## config.mk

```make
export PLATFORM = sky130hd
export DESIGN_NAME = parking_meter_gen
export DESIGN_NICKNAME = d
export VERILOG_FILES = /design/src/rtl/pm_pkg.sv /design/src/rtl/bin_to_bcd.sv /design/src/rtl/parking_meter_gen.sv
export SDC_FILE = /design/constraint.sdc
export NUM_CORES = 1
export LEC_CHECK = 0
export ABC_AREA = 1
export CORE_AREA = 8 8 115 117
export CTS_CLUSTER_SIZE = 25
export DETAILED_ROUTE_END_ITERATION = 10
export DIE_AREA = 0 0 123 125
export GPL_TIMING_DRIVEN = 1
export PLACE_DENSITY_LB_ADDON = 0.05
export SYNTH_ARGS = -nofsm -noshare
export SYNTH_HDL_FRONTEND = slang
export SYNTH_SLANG_ARGS = --single-unit
```

## constraint.sdc

```tcl
create_clock -name clk -period 11.7 [get_ports clk]
set_input_delay 1.755 -clock clk [delete_from_list [all_inputs] [get_ports clk]]
set_output_delay 1.755 -clock clk [all_outputs]
set_load 0.01 [all_outputs]
```

## src/rtl/pm_pkg.sv

```systemverilog
// Shared constants and helpers for the parking meter: default button amounts,
// a ceil-log2 for sizing counters, and the active-low 7-segment table.
package pm_pkg;

    localparam logic [4*14-1:0] DEF_ADD_AMT    = {14'd300, 14'd180, 14'd120, 14'd60};
    localparam logic [2*14-1:0] DEF_PRESET_VAL = {14'd150, 14'd15};
    localparam logic [6:0]      SEG_BLANK      = 7'h7F;

    function automatic int clog2(input int v);
        int r;
        r = 0;
        while ((1 << r) < v) r++;
        return r;
    endfunction

    // Segment order {g,f,e,d,c,b,a}, low = lit; anything above 9 is blank.
    function automatic logic [6:0] seg7(input logic [3:0] d);
        logic [6:0] s;
        case (d)
            4'd0:    s = 7'h40;
            4'd1:    s = 7'h79;
            4'd2:    s = 7'h24;
            4'd3:    s = 7'h30;
            4'd4:    s = 7'h19;
            4'd5:    s = 7'h12;
            4'd6:    s = 7'h02;
            4'd7:    s = 7'h78;
            4'd8:    s = 7'h00;
            4'd9:    s = 7'h10;
            default: s = SEG_BLANK;
        endcase
        return s;
    endfunction

endpackage

```

## src/rtl/bin_to_bcd.sv

```systemverilog
// Combinational double-dabble: binary seconds to DIGITS packed BCD digits.
module bin_to_bcd #(
    parameter int TIME_W = 14,
    parameter int DIGITS = 4
) (
    input  logic [TIME_W-1:0]   bin,
    output logic [4*DIGITS-1:0] bcd
);

    logic [4*DIGITS+TIME_W-1:0] sh;

    always_comb begin
        sh = '0;
        sh[TIME_W-1:0] = bin;
        for (int i = 0; i < TIME_W; i++) begin
            for (int d = 0; d < DIGITS; d++) begin
                if (sh[TIME_W+4*d +: 4] >= 4'd5)
                    sh[TIME_W+4*d +: 4] = sh[TIME_W+4*d +: 4] + 4'd3;
            end
            sh = sh << 1;
        end
        bcd = sh[TIME_W +: 4*DIGITS];
    end

endmodule

```

## src/rtl/parking_meter_gen.sv

```systemverilog
// Parking meter: coin/preset buttons load a seconds counter that counts down
// once per second, shown on a multiplexed active-low 7-segment display.
module parking_meter_gen
    import pm_pkg::*;
#(
    parameter int                        CLK_HZ     = 100,
    parameter int                        DIGITS     = 4,
    parameter int                        TIME_W     = 14,
    parameter int                        MAX_TIME   = 9999,
    parameter int                        N_ADD      = 4,
    parameter logic [N_ADD*TIME_W-1:0]   ADD_AMT    = DEF_ADD_AMT,
    parameter int                        N_PRESET   = 2,
    parameter logic [N_PRESET*TIME_W-1:0] PRESET_VAL = DEF_PRESET_VAL,
    parameter int                        LOW_THRESH = 180,
    parameter int                        SCAN_DIV   = 1
) (
    input  logic                  clk,
    input  logic                  rst,
    input  logic [N_ADD-1:0]      add,
    input  logic [N_PRESET-1:0]   preset,
    input  logic                  pause,
    output logic [TIME_W-1:0]     time_left,
    output logic [4*DIGITS-1:0]   bcd,
    output logic                  expired,
    output logic                  low,
    output logic                  disp_on,
    output logic [DIGITS-1:0]     an,
    output logic [6:0]            seg
);

    localparam int TICK_W = (clog2(CLK_HZ) < 1) ? 1 : clog2(CLK_HZ);
    localparam int SCAN_W = (clog2(SCAN_DIV) < 1) ? 1 : clog2(SCAN_DIV);
    localparam int IDX_W  = (clog2(DIGITS) < 1) ? 1 : clog2(DIGITS);
    localparam int SUM_W  = TIME_W + clog2(N_ADD) + 1;

    logic [TICK_W-1:0]   tick_cnt;
    logic                sec_par;
    logic                sec_tick;
    logic [N_ADD-1:0]    add_q, add_rise;
    logic [N_PRESET-1:0] preset_q, preset_rise;
    logic [SUM_W-1:0]    sum;
    logic [TIME_W-1:0]   upd_time, preset_load;
    logic [SCAN_W-1:0]   scan_cnt;
    logic [IDX_W-1:0]    scan_idx;
    logic                half;

    assign sec_tick    = (tick_cnt == TICK_W'(CLK_HZ - 1));
    assign add_rise    = add & ~add_q;
    assign preset_rise = preset & ~preset_q;

    // Sum is wide enough that every add firing at once cannot wrap before clamping.
    always_comb begin
        sum = SUM_W'(time_left);
        for (int i = 0; i < N_ADD; i++)
            if (add_rise[i]) sum = sum + SUM_W'(ADD_AMT[i*TIME_W +: TIME_W]);
        if (sum > SUM_W'(MAX_TIME)) sum = SUM_W'(MAX_TIME);
        upd_time = sum[TIME_W-1:0];
        if (sec_tick && !pause && upd_time != '0) upd_time = upd_time - 1'b1;
    end

    // Descending scan so the lowest-index rising preset wins.
    always_comb begin
        preset_load = '0;
        for (int j = N_PRESET - 1; j >= 0; j--)
            if (preset_rise[j]) preset_load = PRESET_VAL[j*TIME_W +: TIME_W];
    end

    always_ff @(posedge clk) begin
        if (rst) begin
            time_left <= '0;
            tick_cnt  <= '0;
            sec_par   <= 1'b0;
        end else if (|preset_rise) begin
            time_left <= preset_load;
            tick_cnt  <= '0;
            sec_par   <= 1'b0;
        end else begin
            time_left <= upd_time;
            tick_cnt  <= sec_tick ? '0 : tick_cnt + 1'b1;
            sec_par   <= sec_par ^ sec_tick;
        end
    end

    // Edge registers track levels even in reset so a held button never fires.
    always_ff @(posedge clk) begin
        add_q    <= add;
        preset_q <= preset;
    end

    always_ff @(posedge clk) begin
        if (rst) begin
            scan_cnt <= '0;
            scan_idx <= '0;
        end else if (scan_cnt == SCAN_W'(SCAN_DIV - 1)) begin
            scan_cnt <= '0;
            scan_idx <= (scan_idx == IDX_W'(DIGITS - 1)) ? '0 : scan_idx + 1'b1;
        end else begin
            scan_cnt <= scan_cnt + 1'b1;
        end
    end

    bin_to_bcd #(.TIME_W(TIME_W), .DIGITS(DIGITS)) u_bcd (
        .bin (time_left),
        .bcd (bcd)
    );

    assign expired = (time_left == '0);
    assign low     = !expired && (time_left < TIME_W'(LOW_THRESH));
    assign half    = (tick_cnt < TICK_W'(CLK_HZ / 2));

    always_comb begin
        disp_on = 1'b1;
        if (expired)  disp_on = half;
        else if (low) disp_on = ~sec_par;
    end

    assign an  = ~(DIGITS'(1) << scan_idx);
    assign seg = disp_on ? seg7(bcd[4*scan_idx +: 4]) : SEG_BLANK;

endmodule

```

==> flow_summary.json <==
{
  "crit_path_end_kind": "output pin",
  "swShare": 0.5101,
  "boundaryPins": 53,
  "hold_path.startpoint": "tick_cnt[0]",
  "finalCritPeriodShare": 0.9199,
  "place_area_sq_mm": 0.006210,
  "min_to": "tick_cnt[0]",
  "rrSetupSlack_ns": 5.93,
  "insertion_delay_ns": 0.28,
  "synth_cell_types": 50,
  "synth-edff-count": 0,
  "cts_buffer_depth": 2,
  "p_comb_frac": 0.842,
  "dp_cells": 1147,
  "grt_max_degree": 15,
  "drt_iter0_drc": 264,
  "hp-class": "flip-flop to flip-flop",
  "finalMaxSlewViolations": 0,
  "r2r_cells": 30,
  "worstMarginPinSlew_ns": 0.6818,
  "seqCellArea_sq_um": 624.3,
  "wl_um": 12850,
  "async_flop_share": 0,
  "portBuffers": 52,
  "power_leakage_nw": 3.782,
  "netlist_area_sq_mm": 0.005538,
  "syn_to_final_growth_pct": 16.88,
  "htree_num_levels": 2,
  "startpoint_type": "flip-flop",
  "cpMostUsedCell": "nand2_1",
  "power.density_mw_per_mm2": 272.0,
  "intPower_mw": 0.8624,
  "status": "finished clean",
  "maxCapViolations": 0,
  "cts_tree": "done",
  "synth_seq_area_share": 0.1121,
  "grtUsageTotal": 0.1646,
  "grt_pass1_wl_um": 21760,
  "hold_violations": 0,
  "final_core_util": 0.5574,
  "worstReg2RegEnd": "time_left[13]",
  "ys_seq_elements": 31,
  "cts.sinks": 31,
  "gp_congestion": 0.8338,
  "fp.coreArea_sq_mm": 0.01161,
  "drive_gt1_frac": 0.1391,
  "fillers": 1227,
  "preCtsSetupSlack_ns": 0.8609,
  "p_switching_mw": 0.8979,
  "mappedNetlistNets": 1001,
  "hpwl_um": 10660,
  "wire_per_inst_um": 11.06,
  "synth_most_common_cell": "nand2_1",
  "viasPerCell": 4.900,
  "ant_nets": 0,
  "clkTransAtPathRegs_ns": 0.05,
  "worst_ep_arrival_time_ns": 9.01,
  "yosysTopAreaCell": "nand2_1",
  "synth_common_cells": "250 x nand2_1, 158 x inv_1, 99 x nand3_1",
  "multi_input_area_sq_mm": 0.004249,
  "yosysTopAreaCellShare": 0.1695,
  "cts_made_buffers": 5,
  "cp_max_fo": 5,
  "p_seq_frac": 0.072,
  "max_stage_delay_ns": 0.54,
  "synth_area_leaders": "nand2_1 17%, dfxtp_1 11%, inv_1 11%",
  "p_clk_frac": 0.086,
  "cp_slowest_cell": "clkdlybuf4s50_1",
  "layout_min_cycle_time_ns": 10.76,
  "start_util": 0.4769,
  "nets": 1061,
  "vias": 5689,
  "die_area_sq_mm": 0.01538,
  "min_path_cells": 1,
  "required_ns": 9.95,
  "skew_ns": 0.002294,
  "die_y_um": 125,
  "synth.avg_cell_area_sq_um": 5.811,
  "antenna_found_initial": 0,
  "num_rows": 40,
  "relSlewSlack": 0.5438,
  "ys_warn_count": 0,
  "fmax_mhz": 92.91,
  "path_class": "flip-flop to output pin",
  "ctsRootBufferMaster": "clkbuf_16",
  "drc": 0,
  "timing.setup.tns_ns": 0,
  "netlist_instances": 953,
  "setup_viol": 0,
  "firstDrtPassIters": 5,
  "grt_pass1_vias": 5106,
  "synth_ff_type": "dfxtp_1",
  "n_antenna_cell": 0,
  "fin_cells": 1161,
  "ir_drop_mv": 0.2605,
  "fin_area_sq_mm": 0.006472,
  "finalWorstSetupSlack_ns": 0.9368,
  "grt_overflow": 0,
  "fp.dieW_um": 123,
  "r2r-start": "time_left[2]"
}
timing repair:
action                                  4_1_cts  5_1_grt
hold endpoints to repair                      0        0
endpoints found under the setup margin        0        7
buffers inserted                              0        6
gates resized for setup                       0       11
hold buffers                                  0        0
stage by stage:
| step | hold slack, ns | power [mW] |
|---|---|---|
| after CTS | 0.4488 | 1.747 |
| after detailed placement | 0.4363 | 1.584 |
| after global routing | 0.4635 | 1.938 |
| final | 0.4466 | 1.760 |
| after floorplan | 0.4175 | 1.067 |
| after global placement | 0.4293 | 1.593 |
cell usage in the layout (no fill, tap or decap), types with 3 or more instances in the layout:
cell             instances
nand2_1                249
inv_1                  157
nand3_1                 99
nor2_1                  63
clkdlybuf4s50_1         52
nand2_2                 46
ha_1                    39
xor2_1                  37
o21ai_0                 33
dfxtp_1                 28
a21oi_1                 22
inv_2                   19
nor3_1                  19
nand4_1                 18
nand2_4                 17
nand3_2                 17
o21ai_1                 13
xnor2_1                  8
buf_4                    6
nand3b_1                 5
clkbuf_16                5
clkinv_1                 4
nor4_1                   4
nor2_2                   3
o22ai_1                  3
and2_4                   3
a21o_1                   3
xor2_2                   3
o21bai_1                 3
dfxtp_2                  3
cell type report:
class                           count  area share
Tap cell                          147     0.02842
Multi-Input combinational cell    737      0.6565
Clock inverter                      2    0.005413
Clock buffer                        6     0.02146
Timing Repair Buffer               58     0.08738
Inverter                          180      0.1044
Sequential cell                    31     0.09646
critical path, delay by kind of cell (launching register included):
kind,cells,cell delay [ns]
simple gates,36,3.58
fa+ha+maj,9,1.85
buf+inv,13,1.51
compound gates,6,1.00
xor+xnor,2,0.40
flops,1,0.37
sequential cells by signal, indices dropped and copies added, names as in the netlist:
register   flops
scan_cnt       1
sec_par        1
add_q          4
tick_cnt       7
scan_idx       2
time_left     14
preset_q       2
power by group through the flow:
stage / Clock (mW) / Combinational [mW] / Sequential (mW)
floorplan: 0 / 0.941 / 0.126
global placement: 0 / 1.46 / 0.128
detailed placement: 0 / 1.46 / 0.128
CTS: 0.156 / 1.46 / 0.126
global route: 0.160 / 1.65 / 0.127
finish: 0.152 / 1.48 / 0.126
cells by family (layout without fill, tap and decap cells):
family / after synthesis / count (layout) / synth area share
buffers and inverters: 185 / 246 / 0.1279
XOR/XNOR: 48 / 48 / 0.07727
AND/OR/NAND/NOR: 555 / 555 / 0.4953
other: 1 / 1 / 0.0006772
adder cells (fa/ha/maj): 39 / 39 / 0.08812
AO/OA/AOI/OAI: 94 / 94 / 0.09874
flip-flops: 31 / 31 / 0.1121
per-layer routing:
metal	GRT usage	share of wire	routed length, um
met4	0.03685	0.010	134
met3	0.01890	0.023	295
met2	0.2826	0.46	5896
met5	0	0	0
met1	0.2135	0.51	6518
worst max-delay path by stage:
stage | start | end | slack, ns
2_1_floorplan | time_left[12] | seg[0] | 1.95
3_3_place_gp | time_left[12] | seg[3] | 1.08
3_5_place_dp | time_left[12] | seg[3] | 0.86
4_1_cts | time_left[12] | seg[3] | 0.53
5_1_grt | time_left[12] | seg[3] | -0.02
6_report | time_left[12] | seg[3] | 0.94
Note: power is estimated with default switching activity, not from simulation.
